<file path="src/rtl/pc_pkg.sv">
// Shared fetch-front-end types and defaults for the multi-hart PC generator.
package pc_pkg;

   localparam int AddrW = 32;
   localparam int HartIdW = 2;

   typedef logic [AddrW-1:0] InstAddrBus;
   typedef logic [HartIdW-1:0] hart_id_t;

   localparam InstAddrBus CpuResetAddr = 32'h0000_0000;
   localparam logic RstEnable = 1'b0;
   localparam int StepDef = 4;
   localparam int AlignBitsDef = 2;

endpackage

</file>
<file path="src/rtl/rr_pick.sv">
// Round-robin find-first: first set bit of en searching upward from last+1.
module rr_pick #(
   parameter int N = 4,
   parameter int HW = 2
) (
   input  logic [N-1:0]  en,
   input  logic [HW-1:0] last,
   output logic          found,
   output logic [HW-1:0] idx
);

   // Walk from the farthest candidate down so the nearest one wins.
   always_comb begin
      found = 1'b0;
      idx = '0;
      for (int i = N; i >= 1; i--) begin
         if (en[(int'(last) + i) % N]) begin
            found = 1'b1;
            idx = HW'((int'(last) + i) % N);
         end
      end
   end

endmodule

</file>
<file path="src/rtl/pc_gen_mt.sv">
// Multi-hart PC generator: one PC per hart, round-robin issue into a
// registered valid/ready fetch slot, with aligned per-hart redirects.
module pc_gen_mt
   import pc_pkg::*;
#(
   parameter int ADDR_W = 32,
   parameter int NUM_HARTS = 4,
   parameter logic [ADDR_W-1:0] RESET_ADDR = ADDR_W'(CpuResetAddr),
   parameter int STEP = StepDef,
   parameter int ALIGN_BITS = AlignBitsDef,
   localparam int HID_W = (NUM_HARTS > 1) ? $clog2(NUM_HARTS) : 1
) (
   input  logic                 clk,
   input  logic                 rst_n,
   input  logic [NUM_HARTS-1:0] hart_en,
   input  logic                 redirect_valid,
   input  logic [HID_W-1:0]     redirect_hart,
   input  logic [ADDR_W-1:0]    redirect_addr,
   output logic                 redirect_err,
   output logic                 fetch_valid,
   input  logic                 fetch_ready,
   output logic [ADDR_W-1:0]    fetch_pc,
   output logic [HID_W-1:0]     fetch_hart
);

   localparam logic [ADDR_W-1:0] AlignMask =
      ADDR_W'((64'd1 << ALIGN_BITS) - 64'd1);
   localparam logic [ADDR_W-1:0] StepV = ADDR_W'(STEP);
   localparam logic [HID_W-1:0] LastInit = HID_W'(NUM_HARTS - 1);

   logic [ADDR_W-1:0] pc [NUM_HARTS];
   logic [HID_W-1:0]  rr_last;
   logic              fire;
   logic              load;
   logic              found;
   logic [HID_W-1:0]  pick;
   logic              in_range;
   logic              aligned;
   logic              rd_ok;
   logic              rd_mis;
   logic              issue;
   logic              bypass;

   rr_pick #(
      .N  (NUM_HARTS),
      .HW (HID_W)
   ) u_pick (
      .en    (hart_en),
      .last  (rr_last),
      .found (found),
      .idx   (pick)
   );

   assign fire = fetch_valid & fetch_ready;
   assign load = ~fetch_valid | fire;
   assign issue = load & found;
   assign in_range = {1'b0, redirect_hart} < (HID_W+1)'(NUM_HARTS);
   assign aligned = (redirect_addr & AlignMask) == '0;
   assign rd_ok = redirect_valid & in_range & aligned;
   assign rd_mis = redirect_valid & in_range & ~aligned;
   assign bypass = rd_ok & (redirect_hart == pick);

   always_ff @(posedge clk) begin
      if (rst_n == RstEnable) begin
         fetch_valid <= 1'b0;
         fetch_pc <= RESET_ADDR;
         fetch_hart <= '0;
         redirect_err <= 1'b0;
         rr_last <= LastInit;
         for (int h = 0; h < NUM_HARTS; h++) pc[h] <= RESET_ADDR;
      end else begin
         redirect_err <= rd_mis;
         if (load) begin
            fetch_valid <= found;
            if (found) begin
               fetch_hart <= pick;
               fetch_pc <= bypass ? redirect_addr : pc[pick];
               rr_last <= pick;
            end
         end else if (rd_ok && redirect_hart == fetch_hart) begin
            // Stalled slot of a redirected hart is stale: drop it.
            fetch_valid <= 1'b0;
         end
         for (int h = 0; h < NUM_HARTS; h++) begin
            if (rd_ok && redirect_hart == HID_W'(h)) begin
               if (issue && pick == HID_W'(h))
                  pc[h] <= redirect_addr + StepV;
               else
                  pc[h] <= redirect_addr;
            end else if (issue && pick == HID_W'(h)) begin
               pc[h] <= pc[h] + StepV;
            end
         end
      end
   end

endmodule

</file>
<file path="config.mk">
export PLATFORM = sky130hd
export DESIGN_NAME = pc_gen_mt
export DESIGN_NICKNAME = d
export VERILOG_FILES = /design/src/rtl/pc_pkg.sv /design/src/rtl/rr_pick.sv /design/src/rtl/pc_gen_mt.sv
export SDC_FILE = /design/constraint.sdc
export NUM_CORES = 1
export LEC_CHECK = 0
export BUFFER_PORTS_ARGS = -buffer_cell sky130_fd_sc_hd__buf_2
export CAP_MARGIN = 10
export CORE_MARGIN = 3
export CORE_UTILIZATION = 40
export CTS_BUF_LIST = sky130_fd_sc_hd__clkbuf_8
export DETAILED_ROUTE_END_ITERATION = 10
export GPL_TIMING_DRIVEN = 0
export REMOVE_ABC_BUFFERS = 1
export SETUP_SLACK_MARGIN = 0.5
export SYNTH_ARGS = -nofsm -noshare
export SYNTH_HDL_FRONTEND = slang
export SYNTH_SLANG_ARGS = --single-unit
</file>
<file path="constraint.sdc">
create_clock -name clk -period 9.25 [get_ports clk]
set_clock_uncertainty 0.15 [all_clocks]
set_input_delay 1.85 -clock clk [delete_from_list [all_inputs] [get_ports clk]]
set_output_delay 1.85 -clock clk [all_outputs]
set_load 0.02 [all_outputs]
</file>
* Yosys cells after proc, flatten, opt, wreduce, memory -nomap -nowiden *
Memories as Yosys holds them, arrays and structs flattened.
Cells that the tools add are included.
W data, S select, Z words.

operators by class
  add/subtract/negate cells = 9
  $lt $le $gt $ge = 4
  equality and inequality tests = 8
  mux-type cells = 80
  bitwise logic cells = 24
  reductions and logical operators = 18

operator list
  operator                 count
  $mux W32                 13
  $add A32 B3 Y32 const B  5
  $mux W1                  59
  $logic_not A32 Y1        1
  $lt A3 B4 Y1 const B     4
  $or A1 B1 Y1             13
  $logic_and A1 B1 Y1      9
  $bmux W1 S2              4
  $eq A2 B2 Y1 const B     4
  $mux W2                  4
  $reduce_or A2 Y1         4
  $and A1 B1 Y1            5
  $add A2 B1 Y2 const B    2
  $add A2 B2 Y2 const B    2
  $and A1 B1 Y1 const A    4
  $eq A2 B1 Y1 const B     2
  $eq A2 B2 Y1             2
  $logic_not A2 Y1         2
  $not A1 Y1               2
  $reduce_and A2 Y1        1
  $reduce_bool A2 Y1       1

word-level totals
  register bits after elaboration = 38
  bits in writable memories = 128
  word-level logic and storage cells = 149
  memories = 1

memory list
  name  depth  width  read ports  clocked after Yosys merged registers in  wr ports  line             RTL
  pc    4      32     5           0                                        4         pc_gen_mt.sv:31  logic [ADDR_W-1:0] pc [NUM_HARTS];

* Depth between registers and ports, before layout *
Gate-level depths: netlist of the first run.

  depth in word-level cells = 19
  mapped depth = 8
  depth with buffers taken out = 7

* By module *
A second synthesis of the first run with hierarchy kept.

unflattened totals
  cells, all modules = 1204
  area, all modules = 11921.4 µm²

modules (own cells, without submodules)
  module     instances  cells each  area an instance (µm²)  seq. area each (µm²)
  pc_gen_mt  1          1190        11830.1                 4604.4
  rr_pick    1          14          91.3                    0.0

* Least setup slack after synthesis of the first run *
OpenSTA, ideal clock, no wires.

  kind = input -> register
  from = in hart_en[3]
  to = mem pc[1][10], enable pin
  library setup time = 0.543 ns
  data arrival time = 3.822 ns
  required time = 8.557 ns
  setup slack = 4.735 ns
  stages = 6
  buffers on the path = 2
  cells stage by stage = nor2b_1 -> o21a_1 -> o311ai_1 -> clkbuf_1 -> buf_2 -> nand3_1

RTL lines
  item             line             RTL
  start, declared  pc_gen_mt.sv:15  input logic [NUM_HARTS-1:0] hart_en,
  end, declared    pc_gen_mt.sv:31

==> results of run 1 <==
==> critical path, stage by stage <==
cell	delay, ns
buf_2	0.65
inv_1	0.60
a21oi_1	0.87
nand3_1	1.06
o22ai_1	0.50
==> layout by cell type (no fill, tap or decap), types with 7 or more instances in the layout <==
| cell type | instances |
|---|---|
| a221o_1 | 29 |
| buf_2 | 77 |
| o22ai_1 | 97 |
| buf_4 | 7 |
| nand3_1 | 73 |
| and4_1 | 9 |
| buf_16 | 8 |
| edfxtp_1 | 128 |
| and2_1 | 33 |
| or3_1 | 11 |
| nor3_1 | 46 |
| xnor2_1 | 118 |
| o211ai_1 | 13 |
| nand2_1 | 93 |
| conb_1 | 8 |
| a21oi_1 | 48 |
| and3_1 | 60 |
| inv_1 | 9 |
| a211oi_1 | 30 |
| dfxtp_1 | 38 |
| nor4_2 | 9 |
| xor2_1 | 87 |
| mux2i_1 | 35 |
| nand4_1 | 29 |
| o21ai_0 | 15 |
| nor2_1 | 89 |
| clkbuf_8 | 17 |
==> layout make-up <==
cell class | count | share of cell area [%]
Antenna cell | 1 | 0.0191
Clock buffer | 17 | 1.79
Clock inverter | 15 | 1.29
Inverter | 8 | 0.229
Multi-Input combinational cell | 1019 | 52.1
Sequential cell | 166 | 35.2
Tap cell | 384 | 3.67
Timing Repair Buffer | 98 | 5.73
==> registers in the layout, summed over array words and instances, names as in the netlist <==
register      cells
fetch_valid       1
fetch_hart        2
rr_last           2
redirect_err      1
pc              128
fetch_pc         32
==> worst max path at each step <==
stage	start	endpoint	slack (ns)	cells after the start
floorplan	hart_en[3]	fetch_pc[10]	1.70	6
global placement	hart_en[3]	fetch_pc[30]	-1.82	7
detailed placement	hart_en[3]	pc[2][27]	3.31	8
CTS	hart_en[3]	pc[2][27]	3.84	8
global route	hart_en[3]	pc[2][16]	3.54	8
finish	rst_n	pc[0][24]	3.79	5
==> where the power goes <==
group	leakage (uW)	internal [uW]	switching, uW
sequential	0.00167	901	86.3
combinational	0.00248	195	342
clock	0.000207	248	315
total	0.00435	1340	743
==> cells by family after synthesis <==
group                      count (synthesis)
xor gates and xnor gates                 205
adders and majority gates                  5
and+or+nand+nor                          482
other                                      1
DFF                                      166
AOI/OAI and AO/OA                        284
muxes                                     35
buffers and inverters                    116
==> layer usage <==
metal / GRT usage (%) / vias up / wire [microns]
li1: - / 4874 / -
met1: 35.7 / 5098 / 17400
met2: 35.4 / 491 / 16800
met3: 3.40 / 64 / 2870
met4: 8.28 / 0 / 1060
met5: 0 / - / 0
==> per-stage QoR <==
step | setup TNS, ns | hold slack, ns | power [uW]
6_report | 0 | 0.340 | 2090
5_1_grt | 0 | 0.363 | 2160
2_1_floorplan | 0 | 0.350 | 1280
3_5_place_dp | 0 | 0.323 | 1530
3_3_place_gp | -79.65 | 0.308 | 1480
4_1_cts | 0 | 0.348 | 2080
==> flow_summary.json, run 1 <==
{
  "synth_top_area_share_pct": 32.6,
  "drt-total-wl_microns": 38200,
  "die_w_microns": 178,
  "ys_top_cells_by_count": "edfxtp_1, xnor2_1, o22ai_1",
  "synth_xor_area_share_pct": 15.2,
  "rrSetupSlack_ns": 5.11,
  "hp-start": "fetch_pc[1]",
  "drt-pass1-iter-count": 6,
  "post_cts_buffers": 0,
  "hold_end": "fetch_pc[1]",
  "seqCellArea_sq_mm": 0.00460,
  "peakVddDrop_v": 0.0000763,
  "ys.flop_type": "edfxtp_1",
  "yosysSeqAreaShare_pct": 39.1,
  "fp-row-count": 62,
  "cts.sinks": 166,
  "place.gp.congestion": 0.906,
  "fin_ws_ns": 3.79,
  "arrival_ns": 5.60,
  "synthSimpleGateAreaFrac_pct": 21.4,
  "hold_class": "flip-flop to flip-flop",
  "fin_crit_sh_pct": 59.1,
  "cts_hold_buffers": 0,
  "cts-resized-gates": 0,
  "yosysTopAreaCell": "edfxtp_1",
  "synth_most_common_cell": "edfxtp_1",
  "cts_tree": "built",
  "fin_area_sq_mm": 0.0131,
  "clock_latency_ns": 0.47,
  "area_delta_synth_final_pct": 11.2,
  "grt_overflow": 0,
  "synth_area_sq_mm": 0.0118,
  "dieArea_sq_mm": 0.0315,
  "dp_hpwl_microns": 28200,
  "drt-initial-drc-count": 1372,
  "post-route-min-period_ns": 5.46,
  "grt_start_max_net_pins": 48,
  "path_clk_slew_ns": 0.10,
  "numPortBuffers": 77,
  "finish.utilization_pct": 45.4,
  "slew_headroom_pct": 18.5,
  "grt_pass1_wl_microns": 58400,
  "drive_gt1_share_pct": 11.5,
  "ant_nets": 0,
  "cts_root_buf": "clkbuf_8",
  "stdcell_count": 1708,
  "numCtsBuffers": 17,
  "num_io_pins": 78,
  "crit_required_ns": 9.39,
  "synth-edff-count": 128,
  "antenna_found_initial": 0,
  "dp_slack_ns": 3.31,
  "nets": 1357,
  "synth_area_leaders": "edfxtp_1, xnor2_1, xor2_1",
  "crit_path_end_kind": "flip-flop",
  "hold_violations": 0,
  "power_density_mw_per_mm2": 159,
  "ys_warn_count": 0,
  "dpl_cell_area_sq_mm": 0.0127,
  "worst-slew-pin-transition_ns": 1.22,
  "synth_adder_area_share_pct": 0.531,
  "status": "finished clean",
  "drc": 0,
  "r2r.worst_path.cells": 7,
  "critical_path_class": "input pin to flip-flop",
  "synthArstFlopShare_pct": 0,
  "cts_max_path_buffers": 2,
  "setup_viol": 0,
  "crit_fanout": 47,
  "cap_violations": 0,
  "synth_cells": 1294,
  "synth-seq-cells": 166,
  "synth_compound_area_share_pct": 16.7,
  "placedCellCount": 1674,
  "r2r_end": "pc[2][30]",
  "finalMaxSlewViolations": 0,
  "core_area_sq_mm": 0.0289,
  "grt_usage_pct": 24.0,
  "synthMuxAreaShare_pct": 2.98,
  "initial_utilization_pct": 40.8,
  "grt_setup_unrepaired": "false",
  "hold_path_depth": 1,
  "cts_htree_levels": 4,
  "r2r_start": "rr_last[0]",
  "syn_area_per_cell_sq_um": 9.10,
  "avgRoutedWirePerCell_microns": 22.4,
  "multi_input_area_sq_mm": 0.00682,
  "power.leakage_uw": 0.00435,
  "via_count": 10500,
  "synth.distinct_cells": 63,
  "fillers": 2787,
  "fmax_mhz": 183,
  "grt_pass1_vias": 9792,
  "vias_per_cell": 6.16,
  "die_y_microns": 178,
  "synth_top_family_by_area": "simple AND/OR/NAND/NOR gates",
  "startpoint_type": "input pin"
}
No activity file was read; power rests on OpenSTA's default activity.
==> run 2, diff against run 1 <==
clock period = 4.5 ns   (was 9.25 ns; I/O delays follow)
==> run 2 against run 1 <==
- hold slack hardly changed
- clock power is 110% higher
- flip-flop and latch count did not move
- count of clock-buffer cells in the layout unchanged
- non-clock buffer count unchanged
- design area grew 0.19%
- wire length rose by 0.61%
- cell count unchanged
- sequential share of layout area decreased by 0.067 points
- global-route usage about the same
- utilization is 0.087 points higher
- largest power group unchanged
==> flow_summary.json, run 2 (same netlist as run 1, synthesis figures left out) <==
{
  "status": "finished clean",
  "drt-pass1-iter-count": 5,
  "fin_crit_sh_pct": 85.2,
  "crit_fanout": 38,
  "startpoint": "hart_en[3]",
  "cts_tree": "built",
  "layout_common_cells": "edfxtp_1, xnor2_1, o22ai_1",
  "cts_htree_levels": 4,
  "die_w_microns": 178,
  "hold_violations": 0,
  "die_y_microns": 178,
  "core_area_sq_mm": 0.0289,
  "crit_path_end_kind": "flip-flop",
  "p_int_uw": 2760,
  "grt_usage_pct": 24.0,
  "r2r.worst_path.cells": 7,
  "cts_max_path_buffers": 2,
  "vias_per_cell": 6.15,
  "power_density_mw_per_mm2": 328,
  "fmax_mhz": 261,
  "startpoint_type": "input pin",
  "numCtsBuffers": 17,
  "combPwrFrac_pct": 25.8,
  "setup_viol": 0,
  "critical_path_class": "input pin to flip-flop",
  "switching_share_pct": 35.7,
  "hold_path_depth": 1,
  "hold_class": "flip-flop to flip-flop",
  "largest_reg_flops": 128,
  "grt_setup_unrepaired": "false",
  "cap_violations": 0,
  "power.leakage_uw": 0.00435,
  "worst-slew-pin-transition_ns": 1.14,
  "cts_root_buf": "clkbuf_8",
  "grt_start_max_net_pins": 48,
  "area_delta_synth_final_pct": 11.4,
  "drt-initial-drc-count": 1318,
  "drive_gt1_share_pct": 12.0,
  "drc": 0,
  "avgRoutedWirePerCell_microns": 22.5,
  "fp-row-count": 62,
  "top_register": "pc",
  "power_frac_clock_pct": 27.0,
  "dieArea_sq_mm": 0.0315,
  "reg.largest.list": "pc: 128 flops, fetch_pc: 32 flops",
  "numPortBuffers": 77,
  "p_sw_uw": 1530,
  "r2r_end": "pc[2][15]",
  "nets": 1358,
  "critPathCapture": "pc[2][15]",
  "grt_pass1_vias": 9800,
  "clock_latency_ns": 0.47,
  "cts_hold_buffers": 0,
  "dp_hpwl_microns": 28200,
  "via_count": 10500,
  "p_seq_share_pct": 47.2,
  "whs_ns": 0.340,
  "grt_overflow": 0,
  "antenna_cells": 0,
  "antenna_found_initial": 0,
  "ant_nets": 0,
  "grt_pass1_wl_microns": 58400,
  "arrival_ns": 3.97,
  "cts.sinks": 166,
  "post-route-min-period_ns": 3.83,
  "rrSetupSlack_ns": 0.99,
  "power_uw": 4300,
  "num_io_pins": 78,
  "slew_headroom_pct": 24.3,
  "place.gp.congestion": 0.906,
  "mostFrequentLayoutCell": "edfxtp_1",
  "r2r_start": "rr_last[0]",
  "peakVddDrop_v": 0.000156,
  "finalMaxSlewViolations": 0,
  "path_clk_slew_ns": 0.10,
  "initial_utilization_pct": 40.8,
  "drt-total-wl_microns": 38400,
  "crit_required_ns": 4.64
}
==> run 2: cell types whose count changed in the layout (fill, tap and decap cells not counted), sizes merged <==
| cell | change |
|---|---|
| buf | -1 |
| inv | -1 |
| clkinvlp | +2 |
| clkbuf | +1 |
| diode | -1 |
==> run 2: worst max-delay path, cell delays in order <==
cell and delay (ns):
buf_2 0.18, nor2b_1 0.41, o221a_4 0.58, buf_16 0.30, nand2_2 0.41, nor3_1 0.71, a22oi_1 0.28, o22ai_1 0.17
==> run 2: worst min-delay path by stage <==
stage | startpoint | endpoint
6_report | fetch_pc[1] | fetch_pc[1]
5_1_grt | fetch_pc[0] | fetch_pc[0]
4_1_cts | fetch_pc[1] | fetch_pc[1]
3_5_place_dp | fetch_pc[0] | fetch_pc[0]
3_3_place_gp | fetch_pc[1] | fetch_pc[1]
2_1_floorplan | rr_last[0] | rr_last[0]
==> run 2: layer usage <==
metal / routed length (microns) / up-vias / track usage (%)
li1: - / 4866 / -
met1: 17400 / 5119 / 35.8
met2: 17000 / 464 / 35.4
met3: 2940 / 56 / 3.44
met4: 1060 / 0 / 8.25
met5: 0 / - / 0
==> run 2: area by class of cell <==
cell class              instances  area (sq um)
multi-input cells            1019          6840
clock buffers                  17           234
inverters                       8          33.8
flip-flops and latches        166          4600
well taps                     384           480
repair buffers                 98           752
clock inverters                15           169
fillers                      2794         15700
repair inverters                1          5.00
==> run 2: metrics by stage <==
step                      util (%)  area [sq um]  instances  setup TNS [ns]  setup slack (ns)
final                         45.4         13100       1708               0             0.667
after global routing          45.4         13100       1708               0             0.510
after CTS                     45.3         13100       1706               0             0.490
after detailed placement      43.9         12700       1674          -19.22            -0.491
after global placement        42.4         12200       1654         -957.89             -5.62
after floorplan                  -         11400       1193         -169.13             -2.10
==> run 2: power groups by stage <==
stage	sequential [uW]	combinational [uW]	clock, uW
final	2030	1110	1160
after global routing	2050	1180	1220
after CTS	2020	1090	1170
after detailed placement	2060	1080	0
after global placement	2050	988	0
after floorplan	2070	572	0
==> run 2: timing repair <==
action,in CTS,in global routing
pin swaps,0,1
endpoints found under the setup margin,56,76
setup buffers,0,0
endpoints found under the hold margin,0,0
resized for setup,4,3
cloned,0,1
